<file path="src/rtl/rx_axis_adapter.sv">
// rx_axis_adapter: converts the RX datapath {payload, mty} beat stream into an
// AXI4-Stream master with full tready backpressure.
//
// Storage is a two-entry skid buffer:
//   O : output register, drives m_axis_* directly
//   S : skid register, catches a beat accepted while O is held
// rx_int_ready is simply !S.valid, so there is no combinational path from
// m_axis_tready back to rx_int_ready.
//
// mty handling:
//   0        idle, beat ignored (not stored, no overflow, not counted)
//   BYTES    full, non-last beat
//   1..B-1   last beat with mty valid bytes
//   >BYTES   treated as BYTES-1
// tkeep and tlast are computed once, on entry, and stored alongside the payload.
//
// Optional build macro: RX_STATS_EN adds the frame_cnt and beat_cnt ports and counters.
// Without it, neither the counters nor their ports exist.
module rx_axis_adapter #(
   parameter int DWIDTH = 112,
   parameter int MTY_W  = 4,
   parameter int CNT_W  = 32
) (
   input  logic                      clk,
   input  logic                      rst_n,
   input  logic [DWIDTH+MTY_W-1:0]   rx_int_data,
   input  logic                      rx_int_valid,
   output logic                      rx_int_ready,
   output logic [DWIDTH-1:0]         m_axis_tdata,
   output logic [DWIDTH/8-1:0]       m_axis_tkeep,
   output logic                      m_axis_tlast,
   output logic                      m_axis_tvalid,
   input  logic                      m_axis_tready,
   output logic                      overflow
`ifdef RX_STATS_EN
   ,
   output logic [CNT_W-1:0]          frame_cnt,
   output logic [CNT_W-1:0]          beat_cnt
`endif
);

   localparam int BYTES = DWIDTH / 8;
   localparam logic [MTY_W-1:0] MTY_FULL = MTY_W'(BYTES);
   localparam logic [MTY_W-1:0] MTY_MAXL = MTY_W'(BYTES - 1);

   logic [DWIDTH-1:0] in_data;
   logic [MTY_W-1:0]  in_mty;
   logic [MTY_W-1:0]  in_mty_eff;
   logic [BYTES-1:0]  in_keep;
   logic              in_last;
   logic              in_nonidle;
   logic              accept;
   logic              pop;

   logic [DWIDTH-1:0] o_data_q, o_data_d;
   logic [BYTES-1:0]  o_keep_q, o_keep_d;
   logic              o_last_q, o_last_d;
   logic              o_valid_q, o_valid_d;

   logic [DWIDTH-1:0] s_data_q, s_data_d;
   logic [BYTES-1:0]  s_keep_q, s_keep_d;
   logic              s_last_q, s_last_d;
   logic              s_valid_q, s_valid_d;

   logic              overflow_q, overflow_d;

   assign in_data    = rx_int_data[DWIDTH+MTY_W-1:MTY_W];
   assign in_mty     = rx_int_data[MTY_W-1:0];
   assign in_nonidle = (in_mty != '0);

   assign rx_int_ready = ~s_valid_q;
   assign accept       = rx_int_valid & rx_int_ready & in_nonidle;
   assign pop          = o_valid_q & m_axis_tready;

   // Decode the incoming mty into stored byte enables and end-of-frame flag.
   always_comb begin
      in_mty_eff = (in_mty > MTY_FULL) ? MTY_MAXL : in_mty;
      in_last    = (in_mty_eff != MTY_FULL);
      in_keep    = '0;
      for (int i = 0; i < BYTES; i++) begin
         in_keep[BYTES-1-i] = (int'(in_mty_eff) > i);
      end
   end

   // Skid-buffer next state: refill O from S first, then from the input;
   // a beat arriving while O is held parks in S.
   always_comb begin
      o_data_d  = o_data_q;
      o_keep_d  = o_keep_q;
      o_last_d  = o_last_q;
      o_valid_d = o_valid_q;
      s_data_d  = s_data_q;
      s_keep_d  = s_keep_q;
      s_last_d  = s_last_q;
      s_valid_d = s_valid_q;

      if (!o_valid_q || pop) begin
         if (s_valid_q) begin
            o_data_d  = s_data_q;
            o_keep_d  = s_keep_q;
            o_last_d  = s_last_q;
            o_valid_d = 1'b1;
            if (accept) begin
               s_data_d  = in_data;
               s_keep_d  = in_keep;
               s_last_d  = in_last;
               s_valid_d = 1'b1;
            end else begin
               s_valid_d = 1'b0;
            end
         end else if (accept) begin
            o_data_d  = in_data;
            o_keep_d  = in_keep;
            o_last_d  = in_last;
            o_valid_d = 1'b1;
         end else begin
            o_valid_d = 1'b0;
         end
      end else if (accept) begin
         s_data_d  = in_data;
         s_keep_d  = in_keep;
         s_last_d  = in_last;
         s_valid_d = 1'b1;
      end
   end

   // Sticky flag for a non-idle beat offered while the buffer is full.
   always_comb begin
      overflow_d = overflow_q | (rx_int_valid & in_nonidle & ~rx_int_ready);
   end

   // Buffer and flag registers with synchronous active-low reset.
   always_ff @(posedge clk) begin
      if (!rst_n) begin
         o_data_q   <= '0;
         o_keep_q   <= '0;
         o_last_q   <= 1'b0;
         o_valid_q  <= 1'b0;
         s_data_q   <= '0;
         s_keep_q   <= '0;
         s_last_q   <= 1'b0;
         s_valid_q  <= 1'b0;
         overflow_q <= 1'b0;
      end else begin
         o_data_q   <= o_data_d;
         o_keep_q   <= o_keep_d;
         o_last_q   <= o_last_d;
         o_valid_q  <= o_valid_d;
         s_data_q   <= s_data_d;
         s_keep_q   <= s_keep_d;
         s_last_q   <= s_last_d;
         s_valid_q  <= s_valid_d;
         overflow_q <= overflow_d;
      end
   end

   assign m_axis_tdata  = o_data_q;
   assign m_axis_tkeep  = o_keep_q;
   assign m_axis_tlast  = o_last_q;
   assign m_axis_tvalid = o_valid_q;
   assign overflow      = overflow_q;

`ifdef RX_STATS_EN
   logic [CNT_W-1:0] frame_cnt_q, frame_cnt_d;
   logic [CNT_W-1:0] beat_cnt_q, beat_cnt_d;

   // Delivered-beat and delivered-frame counts; both wrap naturally.
   always_comb begin
      beat_cnt_d  = beat_cnt_q;
      frame_cnt_d = frame_cnt_q;
      if (pop) begin
         beat_cnt_d = beat_cnt_q + 1'b1;
         if (o_last_q) begin
            frame_cnt_d = frame_cnt_q + 1'b1;
         end
      end
   end

   // Counter registers with synchronous active-low reset.
   always_ff @(posedge clk) begin
      if (!rst_n) begin
         beat_cnt_q  <= '0;
         frame_cnt_q <= '0;
      end else begin
         beat_cnt_q  <= beat_cnt_d;
         frame_cnt_q <= frame_cnt_d;
      end
   end

   assign frame_cnt = frame_cnt_q;
   assign beat_cnt  = beat_cnt_q;
`endif

endmodule

</file>
<file path="config.mk">
export PLATFORM = sky130hd
export DESIGN_NAME = rx_axis_adapter
export DESIGN_NICKNAME = d
export VERILOG_FILES = /design/src/rtl/rx_axis_adapter.sv
export SDC_FILE = /design/constraint.sdc
export NUM_CORES = 1
export LEC_CHECK = 0
export CAP_MARGIN = 20
export CORE_MARGIN = 5
export CORE_UTILIZATION = 45
export DETAILED_ROUTE_END_ITERATION = 8
export HOLD_SLACK_MARGIN = 0.06
export PLACE_DENSITY = 0.77
export REMOVE_ABC_BUFFERS = 1
export SLEW_MARGIN = 25
export SYNTH_ARGS = -nofsm -noshare
export SYNTH_HDL_FRONTEND = slang
export SYNTH_SLANG_ARGS = --single-unit
</file>
<file path="constraint.sdc">
create_clock -name clk -period 1.7 [get_ports clk]
set_input_delay 0.34 -clock clk [delete_from_list [all_inputs] [get_ports clk]]
set_output_delay 0.34 -clock clk [all_outputs]
set_load 0.02 [all_outputs]
</file>
Word-level counts from Yosys, hierarchy flattened
Index checks and enable logic that the tools add are counted.

word-level totals
  input bits = 120
  bits in registers = 257
  output and inout port bits = 130
  logic and storage cells = 60

operators by class
  bitwise gates (word level) = 7
  reduce and logical (&&, ||, !) cells = 6
  magnitude comparators = 15
  eq/ne operators = 2
  muxes and demuxes = 21

operators with widths
  cell                                                                             number
  112-bit 2-to-1 mux                                                               5
  14-bit 2-to-1 mux                                                                5
  4-bit greater-than comparator, second input constant                             7
  4-bit by 3-bit greater-than comparator with 1-bit output, second input constant  4
  1-bit 2-to-1 mux                                                                 10
  4-bit by 1-bit greater-than comparator with 1-bit output, second input constant  2
  4-bit by 2-bit greater-than comparator with 1-bit output, second input constant  2
  1-bit bitwise AND                                                                5
  4-bit 2-to-1 mux                                                                 1
  4-bit != test, second input constant                                             1
  2-bit nonzero test                                                               2
  4-bit nonzero test                                                               1
  2-bit != test, second input constant                                             1
  2-bit AND reduction                                                              1
  1-bit logical NOT                                                                1
  1-bit logical OR                                                                 1
  1-bit NOT                                                                        1
  1-bit bitwise OR                                                                 1

Longest topological paths before layout
Gate-level depths: netlist of run 1.

  word-level depth = 6
  mapped depth = 8
  mapped depth without buffers = 4

Worst setup path after synthesis of run 1
No wires, ideal clock.

  path kind = register to register
  start point = register s_valid_q
  end point = register o_data_q[0], in the netlist m_axis_tdata[0]
  clock period less this slack = 1709 ps
  cell stages (with the launch flop) = 9
  required time = 1614 ps
  arrival = 1624 ps
  path buffers = 4
  setup slack = -9 ps
  setup time = 86 ps
  path through = dfxtp_1 buf_2 clkinv_1 a21boi_1 buf_2 buf_4 buf_2 nor2_1 a211oi_1

between the ends
  longest elaborated chain between the ends = 5
  elaborated cells on any way between the ends = 6
  classes of those cells = mux (1); bitwise (3); reduce/logical (2)

RTL lines
  element                         RTL line  text
  start: declaration              63        logic s_valid_q, s_valid_d;
  start signal: assignment        152       s_valid_q <= s_valid_d;
  1-bit NOT                       71        assign rx_int_ready = ~s_valid_q;
  named net rx_int_ready          28        output logic rx_int_ready,
  1-bit bitwise AND (2 in a row)  72        assign accept = rx_int_valid & rx_int_ready & in_nonidle;
  2-bit nonzero test (no line)    n/a
  2-bit AND reduction (no line)   n/a
  end signal: assignment          145       o_data_q <= o_data_d;
  end: declaration                55        logic [DWIDTH-1:0] o_data_q, o_data_d;

The timed path passes the listed nets, and every way through them passes these cells.
A chain may end at the register's enable or synchronous reset.

Worst setup path after layout of run 1
  start point = register s_valid_q
  end point = register o_data_q[7], in the netlist m_axis_tdata[7]

between the ends
  longest elaborated chain between the ends = 5
  elaborated cells on any way between the ends = 6
  classes of those cells = mux (1); bitwise (3); reduce/logical (2)

RTL lines
  element                         RTL line
  1-bit NOT                       71
  1-bit bitwise AND (2 in a row)  72
  2-bit nonzero test (no line)    n/a
  2-bit AND reduction (no line)   n/a

Several ways; a longest one is shown, not always the timed one.

==> results.sh, run 1 <==
export IMPL_cp_start_kind="register"
export IMPL_setup_viol_count_final=0
export IMPL_finalPower_w=0.0142
export IMPL_cp_max_fo=30
export IMPL_outcome="complete, no violations"
export IMPL_post_route_min_period_ns=1.63
export IMPL_regArea_um2=5150
export IMPL_io_pins=250
export IMPL_p_leak_nw=5.38
export IMPL_ys_ff_latch=257
export IMPL_syn_to_final_growth_pct=37.5
export IMPL_synth_compound_area_share=0.176
export IMPL_powerDensity_nw_per_um2=1020
export IMPL_cts_tree="built"
export IMPL_postSynthCellCount=1161
export IMPL_synth_top_flop_cell="dfxtp_1"
export IMPL_wl_um=27400
export IMPL_comb_power_share=0.155
export IMPL_dp_hpwl_um=17900
export IMPL_critPathArrivalTime_ns=2.06
export IMPL_clk_pin_slew_ns=0.06
export IMPL_final_hold_viol_count=0
export IMPL_fin_crit_sh=0.957
export IMPL_yosysUniqueCellTypes=42
export IMPL_skew_ns=0.00740
export IMPL_swShare=0.259
export IMPL_fillerInstances=1935
export IMPL_synth_top_area_share=0.505
export IMPL_vias=9004
export IMPL_synthSimpleGateAreaFrac=0.156
export IMPL_multi_input_area_um2=4540
export IMPL_rsz0062_at_grt="false"
export IMPL_viasPerCell=5.31
export IMPL_slew_viol_final=0
export IMPL_nNetsFinal=1513
export IMPL_drive_gt1_frac=0.0787
export IMPL_pwr_share_seq=0.461
export IMPL_num_rows=55
export IMPL_post_cts_buffers=0
export IMPL_h_tree_depth=1
export IMPL_irDropWorstVdd_mv=0.678
export IMPL_overflow=0
export IMPL_p_sw_w=0.00369
export IMPL_ys_top_cells_by_area="dfxtp_1 51%, mux2i_1 11%, nand2_1 9.1%"
export IMPL_drtIter0Drc=434
export IMPL_portBuffers=249
export IMPL_synth_xor_area_share=0
export IMPL_fin_util=0.624
export IMPL_ant_nets=0
export IMPL_syn_area_per_cell_um2=8.77
export IMPL_tightest_slew_ns=0.511
export IMPL_endpoint_kind="register"
export IMPL_fmax_mhz=614
export IMPL_async_reset_ff_frac=0
export IMPL_die_area_um2=25700
export IMPL_start_util=0.454
export IMPL_timing_worst_setup_path_type="register to register"
export IMPL_synth_fa_ha_area_frac=0
export IMPL_n_antenna_cell=0
export IMPL_clock_path_buffers=3
export IMPL_gp_congestion=0.799
export IMPL_die_width_um=160
export IMPL_maxCapViolCount=0
export IMPL_clock_latency_ns=0.52
export IMPL_numCtsBuffers=26
export IMPL_post_drt_wl_per_cell_um=16.2
export IMPL_cts_sinks=257
export IMPL_grt_pass1_vias=8630
export IMPL_hold_class="input port to register"
export IMPL_grt_pass1_wl_um=43900
export IMPL_clock_power_share=0.384
export IMPL_synthMuxAreaShare=0.111
export IMPL_whs_ns=0.357
export IMPL_synth_top_family_by_area="compound AO/OA/AOI/OAI gates"
export IMPL_slew_headroom=0.659
export IMPL_required_ns=2.13
export IMPL_drc=0
export IMPL_antenna_found_initial=0
export IMPL_seq_area_frac_synth=0.505
export IMPL_clock_root_buffer="clkbuf_16"
export IMPL_grt_start_max_net_pins=69
export IMPL_cts_hold_buf=0
export IMPL_synth_edf_count=0
export IMPL_drtPass1Iterations=5
export IMPL_ys_warnings_count=0
export IMPL_die_y_um=160
export IMPL_core_area_um2=22400
export IMPL_netlist_area_um2=10200
export IMPL_yosysTopAreaCell="dfxtp_1"
export IMPL_grt_usage=0.199
export IMPL_internal_power_w=0.0106
==> what timing repair did <==
action                                  CTS  global route
hold endpoints to repair                  0             0
endpoints found under the setup margin  145            44
gates resized for setup                 134             9
cloned                                    0             3
pin swaps                                 1             0
==> worst paths after layout <==
path,start,endpoint,slack [ns],cells past startpoint
hold reg to reg,s_data_q[89],s_data_q[89],0.45,2
setup / recovery,s_valid_q,m_axis_tdata[7],0.07,6
hold / removal,rx_int_data[3],s_keep_q[3],0.36,4
setup reg to reg,s_valid_q,m_axis_tdata[7],0.07,6
==> kinds of logic after synthesis <==
group | count (synthesis)
buf+inv | 105
simple gates | 404
mux | 113
compound gates | 282
flops | 257
==> through the flow <==
| step | TNS [ns] | instance area [µm²] | setup slack, ns | cells |
|---|---|---|---|---|
| final | 0 | 14000 | 0.0723 | 1695 |
| after global routing | 0 | 14000 | 0.00161 | 1695 |
| after CTS | 0 | 13900 | 0.00403 | 1692 |
| after detailed placement | -110.78 | 13200 | -0.494 | 1647 |
| after global placement | -99.52 | 13200 | -0.433 | 1647 |
| after floorplan | -2242.88 | 9660 | -13.50 | 1058 |
==> Yosys cell counts, types with 2 or more instances <==
library cell,instances
mux2i_1,113
or2_2,3
nor2_1,128
nand2_1,246
buf_2,35
o21ai_0,13
nand2b_1,2
nor3_1,5
buf_4,2
dfxtp_1,257
nor2b_1,2
clkbuf_1,49
a22oi_1,4
o31ai_1,3
or3_1,3
buf_1,5
nand3_1,9
a21o_1,2
buf_6,11
a211oi_1,116
a21oi_1,132
==> flip-flops by register name, summed over array words and instances (netlist names) <==
signal / count
s_keep_q: 14
m_axis_tdata: 112
m_axis_tlast: 1
s_valid_q: 1
m_axis_tkeep: 14
m_axis_tvalid: 1
s_data_q: 112
overflow: 1
s_last_q: 1
==> cell usage in the layout (no fill, tap or decap), drive strengths merged, types with 2 or more instances in the layout <==
cell / instances
a211oi: 117
a21o: 2
a21oi: 132
a22oi: 4
buf: 56
clkbuf: 43
clkdlybuf4s50: 116
clkinv: 5
dfxtp: 257
dlygate4sd2: 129
dlymetal6s2s: 3
mux2i: 113
nand2: 247
nand2b: 2
nand3: 9
nor2: 128
nor2b: 2
nor3: 5
o21ai: 13
o31ai: 3
or2: 3
or3: 3
==> worst max-delay path: stages (launching register included) <==
cell	delay, ns
dfxtp_4	0.39
clkinv_2	0.13
a21boi_4	0.30
buf_4	0.22
buf_12	0.18
nor2_1	0.07
a211oi_1	0.23
==> final cells by class <==
| cell class | count | area share |
|---|---|---|
| Sequential cell | 257 | 0.368 |
| Multi-Input combinational cell | 799 | 0.325 |
| Timing Repair Buffer | 307 | 0.223 |
| Clock buffer | 40 | 0.0538 |
| Tap cell | 285 | 0.0255 |
| Clock inverter | 5 | 0.00438 |
| Inverter | 2 | 0.000983 |
==> power groups by stage <==
stage | sequential [W] | clock [W] | combinational, W
after floorplan | 0.00702 | 0 | 0.000898
after global placement | 0.00670 | 0 | 0.00234
after detailed placement | 0.00670 | 0 | 0.00237
after CTS | 0.00656 | 0.00559 | 0.00221
after global routing | 0.00660 | 0.00585 | 0.00241
final | 0.00656 | 0.00547 | 0.00221
==> metal layers <==
| metal | track usage | vias up | wire, µm |
|---|---|---|---|
| li1 | - | 4478 | - |
| met1 | 0.263 | 4204 | 11900 |
| met2 | 0.334 | 280 | 13300 |
| met3 | 0.0405 | 42 | 1730 |
| met4 | 0.0520 | 0 | 518 |
| met5 | 0 | - | 0 |
(Power assumes the default switching activity.)
==> inputs of run 2 (changes only) <==
--- a/config.mk
+++ b/config.mk
@@ -6,11 +6,14 @@
 export NUM_CORES = 1
 export LEC_CHECK = 0
 export CAP_MARGIN = 20
+export CELL_PAD_IN_SITES_DETAIL_PLACEMENT = 1
+export CELL_PAD_IN_SITES_GLOBAL_PLACEMENT = 1
+export CORE_ASPECT_RATIO = 0.9
 export CORE_MARGIN = 5
-export CORE_UTILIZATION = 45
+export CORE_UTILIZATION = 33
 export DETAILED_ROUTE_END_ITERATION = 8
 export HOLD_SLACK_MARGIN = 0.06
-export PLACE_DENSITY = 0.77
+export PLACE_DENSITY_LB_ADDON = 0.1
 export REMOVE_ABC_BUFFERS = 1
 export SLEW_MARGIN = 25
 export SYNTH_ARGS = -nofsm -noshare
==> run 2 against run 1 <==
Effect of this change: combinational power about the same; via count decreased by 1.2%; sequential share of layout area decreased by 1.0 points; register-to-register slack improved by 0.02 ns; clock skew increased by 0.0017 ns; clock power increased by 21%; routed wire length increased by 14%; critical path type is now input port to register; highest routed layer is now met5.
==> results.sh, run 2 (same netlist as run 1, synthesis figures left out) <==
export IMPL_outcome="complete, no violations"
export IMPL_reg2reg_from="s_valid_q"
export IMPL_start_util=0.332
export IMPL_p_leak_nw=5.51
export IMPL_critPathMaxStageDelay_ns=0.47
export IMPL_comb_power_share=0.145
export IMPL_post_drt_wl_per_cell_um=17.0
export IMPL_num_rows=61
export IMPL_worstPathCellList="clkdlybuf4s50_1, buf_6, or4_4, and2_4, buf_4, buf_4, a211oi_2"
export IMPL_powerDensity_nw_per_um2=1070
export IMPL_overflow=0
export IMPL_finalWorstSetupSlack_ns=0.0337
export IMPL_grt_pass1_wl_um=49200
export IMPL_clock_path_buffers=3
export IMPL_cp_slowest_cell="or4_4"
export IMPL_timing_worst_setup_path_type="input port to register"
export IMPL_antenna_found_initial=1
export IMPL_pwr_share_seq=0.425
export IMPL_core_area_um2=30700
export IMPL_drive_gt1_frac=0.0933
export IMPL_cts_tree="built"
export IMPL_final_hold_viol_count=0
export IMPL_finalPower_w=0.0154
export IMPL_portBuffers=249
export IMPL_fillerInstances=3576
export IMPL_clock_power_share=0.430
export IMPL_tightest_slew_ns=0.496
export IMPL_critPathArrivalTime_ns=2.12
export IMPL_p_sw_w=0.00395
export IMPL_die_area_um2=34500
export IMPL_drtIter0Drc=330
export IMPL_internal_power_w=0.0115
export IMPL_min_delay_start="rx_int_data[28]"
export IMPL_nNetsFinal=1524
export IMPL_die_width_um=195
export IMPL_ant_nets=0
export IMPL_rsz0062_at_grt="false"
export IMPL_critPathLaunch="rx_int_data[3]"
export IMPL_viasPerCell=4.85
export IMPL_dp_hpwl_um=21400
export IMPL_cts_sinks=257
export IMPL_stdcell_count=1834
export IMPL_wl_um=31200
export IMPL_grt_usage=0.172
export IMPL_fmax_mhz=600
export IMPL_fin_util=0.469
export IMPL_regArea_um2=5150
export IMPL_n_antenna_cell=0
export IMPL_syn_to_final_growth_pct=41.3
export IMPL_slew_headroom=0.670
export IMPL_clock_latency_ns=0.53
export IMPL_skew_ns=0.00908
export IMPL_drc=0
export IMPL_hold_class="input port to register"
export IMPL_drtPass1Iterations=4
export IMPL_grt_start_max_net_pins=57
export IMPL_cp_common_cell="buf_4"
export IMPL_required_ns=2.15
export IMPL_mostFrequentLayoutCells="256 x dfxtp_1, 246 x nand2_1, 132 x a21oi_1"
export IMPL_clk_pin_slew_ns=0.06
export IMPL_finalSetupTns_ns=0
export IMPL_maxCapViolCount=0
export IMPL_h_tree_depth=1
export IMPL_swShare=0.256
export IMPL_clock_root_buffer="clkbuf_16"
export IMPL_pre_cts_ws_ns=-0.547
export IMPL_layout_commonest_cell="dfxtp_1"
export IMPL_irDropWorstVdd_mv=0.690
export IMPL_fin_crit_sh=0.980
export IMPL_endpoint_kind="register"
export IMPL_grt_pass1_vias=8892
export IMPL_io_pins=250
export IMPL_post_route_min_period_ns=1.67
export IMPL_vias=8898
export IMPL_cp_max_fo=9
export IMPL_numCtsBuffers=29
export IMPL_cts_hold_buf=0
export IMPL_placed_cells=1779
export IMPL_setup_viol_count_final=0
export IMPL_die_y_um=177
export IMPL_multi_input_area_um2=4540
export IMPL_gp_congestion=0.729
export IMPL_cp_start_kind="input port"
export IMPL_slew_viol_final=0
-- run 2: critical path, delay by kind of cell --
kind | cells | cell delay (ns)
buf+inv | 4 | 0.89
compound gates | 1 | 0.15
simple gates | 2 | 0.73
-- run 2: power groups by stage --
| stage | sequential [W] | combinational [W] | clock, W |
|---|---|---|---|
| final | 0.00657 | 0.00224 | 0.00664 |
| after global placement | 0.00670 | 0.00241 | 0 |
| after detailed placement | 0.00671 | 0.00243 | 0 |
| after CTS | 0.00657 | 0.00226 | 0.00685 |
| after global routing | 0.00661 | 0.00244 | 0.00708 |
| after floorplan | 0.00702 | 0.000898 | 0 |
-- run 2: final timing paths --
path,to,slack [ns],cells past startpoint
worst max-delay path,s_keep_q[9],0.03,7
worst min register to register,m_axis_tkeep[5],0.45,2
worst min-delay path,s_data_q[24],0.38,3
worst max register to register,s_last_q,0.09,5
-- run 2: final cells by class --
class | count | area share
Sequential cell | 257 | 0.358
Tap cell | 409 | 0.0356
Clock inverter | 15 | 0.0143
Clock buffer | 37 | 0.0567
Inverter | 2 | 0.00113
Multi-Input combinational cell | 799 | 0.316
Timing Repair Buffer | 315 | 0.219
-- run 2: routing by layer --
layer,track usage,share of wire
met4,0.0320,0.017
met2,0.286,0.47
met5,0,0.00035
met3,0.0316,0.040
met1,0.238,0.47
-- run 2: metrics by stage --
step	instance area (µm²)	hold slack [ns]
after floorplan	9660	0.432
after global placement	13500	0.441
after detailed placement	13500	0.448
after CTS	14300	0.351
after global routing	14400	0.377
final	14400	0.380
-- run 2: repair_timing --
item	4_1_cts	5_1_grt
pin swaps	0	3
gates resized for setup	135	9
buffers inserted	0	2
gates cloned	0	1
setup endpoints to repair	131	62
